File: config.mk
export PLATFORM = sky130hd
export DESIGN_NAME = load_store_unit
export DESIGN_NICKNAME = d
export VERILOG_FILES = /design/src/rtl/load_store_unit.sv
export SDC_FILE = /design/constraint.sdc
export NUM_CORES = 1
export LEC_CHECK = 0
export CORE_MARGIN = 4
export CORE_UTILIZATION = 45
export CTS_CLUSTER_SIZE = 10
export DETAILED_ROUTE_END_ITERATION = 8
export PLACE_DENSITY = 0.79
export SETUP_SLACK_MARGIN = 0.2
export SYNTH_ARGS = -nofsm -noshare
export SYNTH_HDL_FRONTEND = slang
export SYNTH_SLANG_ARGS = --single-unit
File: constraint.sdc
create_clock -name clk -period 2.6 [get_ports clk]
set_input_delay 0.52 -clock clk [delete_from_list [all_inputs] [get_ports clk]]
set_output_delay 0.52 -clock clk [all_outputs]
set_load 0.03 [all_outputs]
File: src/rtl/load_store_unit.sv
// load_store_unit: memory-access stage of the single-cycle core.
// Turns a load/store from the control unit into one req/ack transfer on the
// data-memory bus. It stalls the core until the bus answers or the access
// times out. Load data comes back lane-extracted and sign/zero-extended.
//
// Handshake: bus_req is raised in REQ with bus_addr/bus_we/bus_be/bus_wdata
// already stable, and is held until bus_ack is sampled high on a rising edge
// (transfer done; bus_rdata is valid on that same edge) or until TIMEOUT REQ
// cycles pass without an ack. bus_ack is ignored in every other state.
module load_store_unit #(
    parameter int TIMEOUT = 15
) (
    input  logic        clk,
    input  logic        rst_n,
    input  logic        mem_read,
    input  logic        mem_write,
    input  logic [2:0]  funct3,
    input  logic [31:0] addr,
    input  logic [31:0] wdata,
    output logic [31:0] rdata,
    output logic        stall,
    output logic        access_err,
    output logic        bus_err,
    output logic        bus_req,
    output logic        bus_we,
    output logic [31:0] bus_addr,
    output logic [31:0] bus_wdata,
    output logic [3:0]  bus_be,
    input  logic        bus_ack,
    input  logic [31:0] bus_rdata,
    output logic [1:0]  dbg_state
);

    localparam int CW = $clog2(TIMEOUT + 1);

    typedef enum logic [1:0] {
        S_IDLE = 2'd0,
        S_REQ  = 2'd1,
        S_DONE = 2'd2
    } state_t;

    state_t         r_state;
    state_t         w_next;
    logic [CW-1:0]  r_cnt;
    logic           r_timeout;
    logic [2:0]     r_funct3;
    logic [1:0]     r_lane;
    logic [31:0]    r_rdata;
    logic [31:0]    r_bus_addr;
    logic [31:0]    r_bus_wdata;
    logic [3:0]     r_bus_be;
    logic           r_bus_we;

    logic           w_access;
    logic           w_illegal;
    logic           w_issue;
    logic [3:0]     w_be;
    logic [31:0]    w_wdata;
    logic [CW-1:0]  w_cnt_inc;
    logic           w_expire;
    logic [31:0]    w_shifted;
    logic [7:0]     w_byte;
    logic [15:0]    w_half;
    logic [31:0]    w_load;

    assign w_access  = mem_read | mem_write;
    assign w_issue   = (r_state == S_IDLE) & w_access & ~w_illegal;
    assign w_cnt_inc = r_cnt + 1'b1;
    assign w_expire  = (w_cnt_inc == CW'(TIMEOUT));

    // Legality: conflicting request, undefined size code, misalignment,
    // or an unsigned size code on a store.
    always_comb begin
        w_illegal = mem_read & mem_write;
        case (funct3)
            3'b000: ;
            3'b001: if (addr[0]) w_illegal = 1'b1;
            3'b010: if (addr[1:0] != 2'b00) w_illegal = 1'b1;
            3'b100: if (mem_write) w_illegal = 1'b1;
            3'b101: if (addr[0] | mem_write) w_illegal = 1'b1;
            default: w_illegal = 1'b1;
        endcase
    end

    // Byte enables and lane-replicated store data for the requested size.
    always_comb begin
        w_be    = 4'b1111;
        w_wdata = wdata;
        case (funct3[1:0])
            2'b00: begin
                w_be    = 4'b0001 << addr[1:0];
                w_wdata = {4{wdata[7:0]}};
            end
            2'b01: begin
                w_be    = addr[1] ? 4'b1100 : 4'b0011;
                w_wdata = {2{wdata[15:0]}};
            end
            default: ;
        endcase
    end

    // Pick the addressed byte/half out of the returned word and extend it.
    always_comb begin
        w_shifted = bus_rdata >> {r_lane, 3'b000};
        w_byte    = w_shifted[7:0];
        w_half    = r_lane[1] ? bus_rdata[31:16] : bus_rdata[15:0];
        case (r_funct3)
            3'b000:  w_load = {{24{w_byte[7]}}, w_byte};
            3'b001:  w_load = {{16{w_half[15]}}, w_half};
            3'b100:  w_load = {24'd0, w_byte};
            3'b101:  w_load = {16'd0, w_half};
            default: w_load = bus_rdata;
        endcase
    end

    // State register.
    always_ff @(posedge clk or negedge rst_n) begin
        if (!rst_n) r_state <= S_IDLE;
        else        r_state <= w_next;
    end

    // Next state plus the combinational handshake/stall outputs.
    always_comb begin
        w_next     = r_state;
        stall      = 1'b0;
        access_err = 1'b0;
        bus_req    = 1'b0;
        case (r_state)
            S_IDLE: begin
                if (w_issue) begin
                    stall  = 1'b1;
                    w_next = S_REQ;
                end else if (w_access) begin
                    access_err = 1'b1;
                end
            end
            S_REQ: begin
                bus_req = 1'b1;
                stall   = 1'b1;
                if (bus_ack || w_expire) w_next = S_DONE;
            end
            S_DONE:  w_next = S_IDLE;
            default: w_next = S_IDLE;
        endcase
    end

    // Latch the request on issue, count wait cycles, capture the response.
    always_ff @(posedge clk or negedge rst_n) begin
        if (!rst_n) begin
            r_cnt       <= '0;
            r_timeout   <= 1'b0;
            r_funct3    <= 3'b000;
            r_lane      <= 2'b00;
            r_rdata     <= 32'd0;
            r_bus_addr  <= 32'd0;
            r_bus_wdata <= 32'd0;
            r_bus_be    <= 4'b0000;
            r_bus_we    <= 1'b0;
        end else begin
            case (r_state)
                S_IDLE: begin
                    if (w_issue) begin
                        r_bus_addr  <= {addr[31:2], 2'b00};
                        r_bus_wdata <= mem_write ? w_wdata : 32'd0;
                        r_bus_be    <= w_be;
                        r_bus_we    <= mem_write;
                        r_funct3    <= funct3;
                        r_lane      <= addr[1:0];
                        r_cnt       <= '0;
                        r_timeout   <= 1'b0;
                    end
                end
                S_REQ: begin
                    if (bus_ack) begin
                        r_rdata <= r_bus_we ? 32'd0 : w_load;
                        r_cnt   <= '0;
                    end else if (w_expire) begin
                        r_rdata   <= 32'd0;
                        r_timeout <= 1'b1;
                        r_cnt     <= '0;
                    end else begin
                        r_cnt <= w_cnt_inc;
                    end
                end
                S_DONE: begin
                    r_rdata   <= 32'd0;
                    r_timeout <= 1'b0;
                end
                default: ;
            endcase
        end
    end

    assign rdata     = r_rdata;
    assign bus_err   = r_timeout;
    assign bus_we    = r_bus_we;
    assign bus_addr  = r_bus_addr;
    assign bus_wdata = r_bus_wdata;
    assign bus_be    = r_bus_be;
    assign dbg_state = r_state;

endmodule
==> results.toml <==
[status]
status = "finished clean"

[layout]
syn_to_final_growth_pct = 47.38
n_antenna_cell = 0
fin_util_pct = 69.10
finalNetCount = 828
drive_above_1_share_pct = 15.68

[sta]
setup_slack_ps = 250.3
clock.fmax_ghz = 0.4256
finalMaxSlewViolations = 0
fin_crit_sh_pct = 90.37
fin_crit_ps = 2350
finalHoldViolations = 0
max-slew-margin-rel_pct = 32.01
max_slew.worst_pin.slew_ps = 1016
rsz0062_at_grt = "false"
setup_viol = 0
finalClockSkew_ps = 6.817

[logic_synthesis]
yosysWarningCount = 0
synth-edff-count = 0
ys_seq_elements = 111
synth_common_cells = "dfrtp_1 (111), nand2_1 (53), mux2_4 (48)"
syn_inst = 506
syn_area_um2 = 5725
synth_area_leaders = "dfrtp_1 (49%), mux2_4 (13%), mux2i_1 (7.5%)"
ys_seq_area_share_pct = 48.51
synth_ff_type = "dfrtp_1"
async_flop_share_pct = 100.0
avgSynthCellArea_um2 = 11.32
yosysTopAreaCell = "dfrtp_1"
synth.most_common_cell = "dfrtp_1"
synth.top_cell.area_share_pct = 48.51
ys_types = 50

[floorplan]
num_rows = 40
die_w_um = 120.8
start_util_pct = 46.89
die-area_um2 = 14590
dieHeight_um = 120.8
core_area_um2 = 12210
io_pins = 211

[power_and_ir_drop]
leakagePower_nw = 3.697
ir_drop_mv = 0.7761
power_density_nw_per_um2 = 1180

[detailed_routing]
vias_per_cell = 5.369
routedWlPerCell_um = 18.65
drt_iter0_markers = 388
drc = 0
vias = 4805
wl_um = 16690
ant_nets = 0
firstDrtPassIters = 5

[global_routing]
gr-usage-all-layers_pct = 22.87
grt.overflow.total = 0
antenna_found_initial = 0
grt_first_pass_wirelength_um = 26540
grt_pass1_vias = 5054
grt_max_degree = 51

[critical_path]
worst-r2r-setup-slack_ps = 350
crit_fanout = 2
worstSetupPathType = "in2out"
cp.required_ps = 2080
start_kind = "input pin"
r2r-start = "r_cnt[0]"
cp.arrival_ps = 1830
reg2reg_depth = 7
end_kind = "output pin"
r2r_end = "rdata[11]"

[clocking]
clk_pin_slew_worst_paths_ps = 70
cts-root-buf = "clkbuf_16"
cts_hold_buf = 0
cts_tree = "built"
worstSkewPairLatency_ps = 350
cts-buffers-inserted = 9
htreeDepth = 3
cts.sinks = 111
clock_path_buffers = 2

[job]
cap_violations = 0

[placement]
pre_cts_ws_ps = -18.63
gp_congestion = 0.8641
portBuffers = 208
hpwl_um = 12440

[worst_hold_path]
hold_path_class = "in2async"
## stage by stage
step	total power (W)	std cells	hold WS [ps]	area [um2]	setup TNS, ps
finish	0.009957	895	63.99	8438	0
global route	0.01045	895	78.67	8438	0
CTS	0.01001	895	63.76	8436	0
detailed placement	0.008552	876	442.7	8084	-18.63
global placement	0.008455	876	444.5	8084	-6.167
floorplan	0.006313	507	224.4	5737	0
## worst max-delay path by stage
stage | from | to | slack (ps) | depth (start not counted)
2_1_floorplan | funct3[0] | stall | 280 | 6
3_3_place_gp | funct3[0] | stall | -6 | 6
3_5_place_dp | funct3[0] | stall | -20 | 6
4_1_cts | mem_write | stall | 200 | 6
5_1_grt | funct3[0] | stall | 200 | 6
6_report | funct3[0] | stall | 250 | 6
## sequential cells by signal, indices dropped and copies added (netlist names)
| register | count |
|---|---|
| bus_addr | 30 |
| bus_be | 4 |
| bus_err | 1 |
| bus_wdata | 32 |
| bus_we | 1 |
| dbg_state | 2 |
| r_cnt | 4 |
| r_funct3 | 3 |
| r_lane | 2 |
| rdata | 32 |
## report_power, final
part | switching, W | total, W | internal, W
clock network | 0.000644 | 0.00138 | 0.000741
registers | 0.000576 | 0.00306 | 0.00248
logic | 0.00293 | 0.00552 | 0.00259
## repair_timing
action | CTS | global route
gates resized for setup | 15 | 1
endpoints found under the setup margin | 3 | 2
pin swaps | 4 | 1
buffers inserted | 3 | 0
## layout make-up
class	count	area [um2]
Fill cell	916	3774
Sequential cell	111	2778
Multi-Input combinational cell	329	2666
Timing Repair Buffer	240	2366
Clock buffer	12	266.5
Tap cell	168	210.2
Inverter	31	116.4
Clock inverter	4	35.03
## critical path: stages
cell and delay (ps):
dlygate4sd2_1 250, or4b_4 540, and3_4 200, a21oi_4 140, inv_2 50, buf_6 130
## layer usage
metal / track usage, % / up-vias / share of wire, %
li1: - / 2229 / -
met1: 29.57 / 2297 / 41
met2: 37.27 / 259 / 47
met3: 7.764 / 20 / 10
met4: 5.312 / 0 / 1.5
met5: 0 / - / 0
## cell usage in the layout, fill, tap and decap left out, types with 5 or more instances in the layout
master             n
o21ai_0           16
nor2_1            11
dlygate4sd2_1      6
a22o_1             7
nand2_1           53
mux2i_1           43
nor2b_1           11
buf_6              5
nand3_1            6
a21boi_0           8
nand2b_1           8
a2bb2oi_1          7
o22ai_1            7
a21oi_1           27
buf_4             27
dfrtp_1          111
clkbuf_16          9
o221ai_1           6
o2bb2ai_1         22
mux2_4            48
inv_1             30
clkdlybuf4s50_1  198
## cell families after synthesis
kind of cell,share of synthesized area [%]
compound gates,15.14
flops,48.51
simple gates,8.894
mux,21.28
buf+inv,5.507
fa+ha+maj,0.4370
other cells,0.06550
xor+xnor,0.1530
Power figures use the tool's default switching activity.
==> RTL edit: new RTL, same flow settings <==
The parameter `TIMEOUT` goes from 15 to 17.
--- a/src/rtl/load_store_unit.sv
+++ b/src/rtl/load_store_unit.sv
@@ -9,5 +9,5 @@
 // cycles pass without an ack. bus_ack is ignored in every other state.
 module load_store_unit #(
-    parameter int TIMEOUT = 15
+    parameter int TIMEOUT = 17
 ) (
     input  logic        clk,
Behaviour: no difference found for any inputs over 4 cycles, from zero or initial values and one cycle with rst_n low; that may be too few to reach the edited logic, so the function may still have changed.
==> RTL edit against the unedited design <==
- total power decreased by 14%
- fmax shrank 0.23%
- die area increased by 0.96%
- via count up 13%
- synthesized area is 1.0% higher
- worst setup slack got worse by 5.4 ps
- utilization down 2.1 points
- combinational power shrank 25%
- final area rose by 0.18%
- non-clock buffer count down 4
- routed wire length up 6.2%
- sequential cell count up 1
- cell count up 8.7%
- critical path type is now flop to output port
- highest routed layer unchanged
==> RTL edit: results <==
{
  "maxSlewHeadroom_pct": 49.2,
  "seq_area_frac_synth_pct": 48.5,
  "gp_congestion": 0.953,
  "synthTopCellsByArea": "dfrtp_1 (48%), mux2_2 (9.7%), nand2_1 (6.3%)",
  "peakVddDrop_uv": 518,
  "drt_pass1_iterations": 6,
  "min_period_ps": 2360,
  "critPathMaxStageDelay_ps": 700,
  "cpMaxStageDelayCell": "clkdlybuf4s50_1",
  "cts.clk_slew.worst_paths_ps": 80,
  "root_buffer": "clkbuf_16",
  "skew_ps": 8.37,
  "sequentialPower_uw": 2860,
  "synth_cell_type_count": 51,
  "h-tree-depth": 3,
  "vias_per_cell": 5.57,
  "p_leak_uw": 0.00357,
  "cp-endpoint": "bus_req",
  "yosysWarningCount": 0,
  "grtUsageTotal_pct": 24.0,
  "post_cts_resized": 6,
  "combinationalPowerShare_pct": 48.5,
  "yosys-top-cells-count": "dfrtp_1 (112), nand2_1 (97), o21ai_0 (68)",
  "r2r-end": "bus_err",
  "numPortBuffers": 208,
  "hpwl_um": 13100,
  "cts_made_buffers": 9,
  "drive_gt1_share_pct": 13.6,
  "finalHoldViolations": 0,
  "nets": 902,
  "synth_xor_area_share_pct": 0.303,
  "r2r_slack_ps": 560,
  "async_flop_share_pct": 100,
  "arrival_ps": 1840,
  "rr_startpoint": "r_cnt[0]",
  "synthAdderAreaFrac_pct": 0.433,
  "grt_max_degree": 50,
  "grt_pass1_wl_um": 28000,
  "synth_compound_area_share_pct": 16.4,
  "r2r_cells": 7,
  "drtIter0Drc": 503,
  "post-cts-setup-buffers": 0,
  "synth_ff_type": "dfrtp_1",
  "post-place-ws_ps": 1.51,
  "status": "complete, no violations",
  "synth_mux_area_share_pct": 13.1,
  "clock_path_buffers": 2,
  "clk_latency_ps": 360,
  "crit_start": "dbg_state[1]",
  "crit_family": "buffers and inverters",
  "wirelength_um": 17700,
  "fill_cells": 992,
  "internal-power_uw": 5020,
  "hold_class": "input port to async pin",
  "grt_pass1_vias": 5447,
  "path_max_fanout": 7
}
-- RTL edit: layout make-up --
type	instances	area share, %
multi-input combinational	421	32.2
tap	172	2.55
timing repair buffer	236	27.5
clock buffer	9	2.66
clock inverter	7	1.23
inverter	16	0.710
sequential	112	33.2
-- RTL edit: per-layer routing --
layer | share of wire [%] | up-vias | GRT usage (%)
met3 | 9.9 | 38 | 7.23
met4 | 2.9 | 0 | 9.66
met1 | 39 | 2578 | 29.3
met5 | 0 | - | 0
met2 | 48 | 281 | 39.7
li1 | - | 2519 | -
-- RTL edit: stage by stage --
step | total power [uW] | area [um^2] | instances | hold WS, ps | utilization (%)
2_1_floorplan | 5150 | 5790 | 596 | 224 | -
3_3_place_gp | 6880 | 8120 | 957 | 461 | 64.3
3_5_place_dp | 7020 | 8120 | 957 | 470 | 64.3
4_1_cts | 8560 | 8440 | 973 | 208 | 66.9
5_1_grt | 8950 | 8450 | 973 | 230 | 67.0
6_report | 8530 | 8450 | 973 | 185 | 67.0
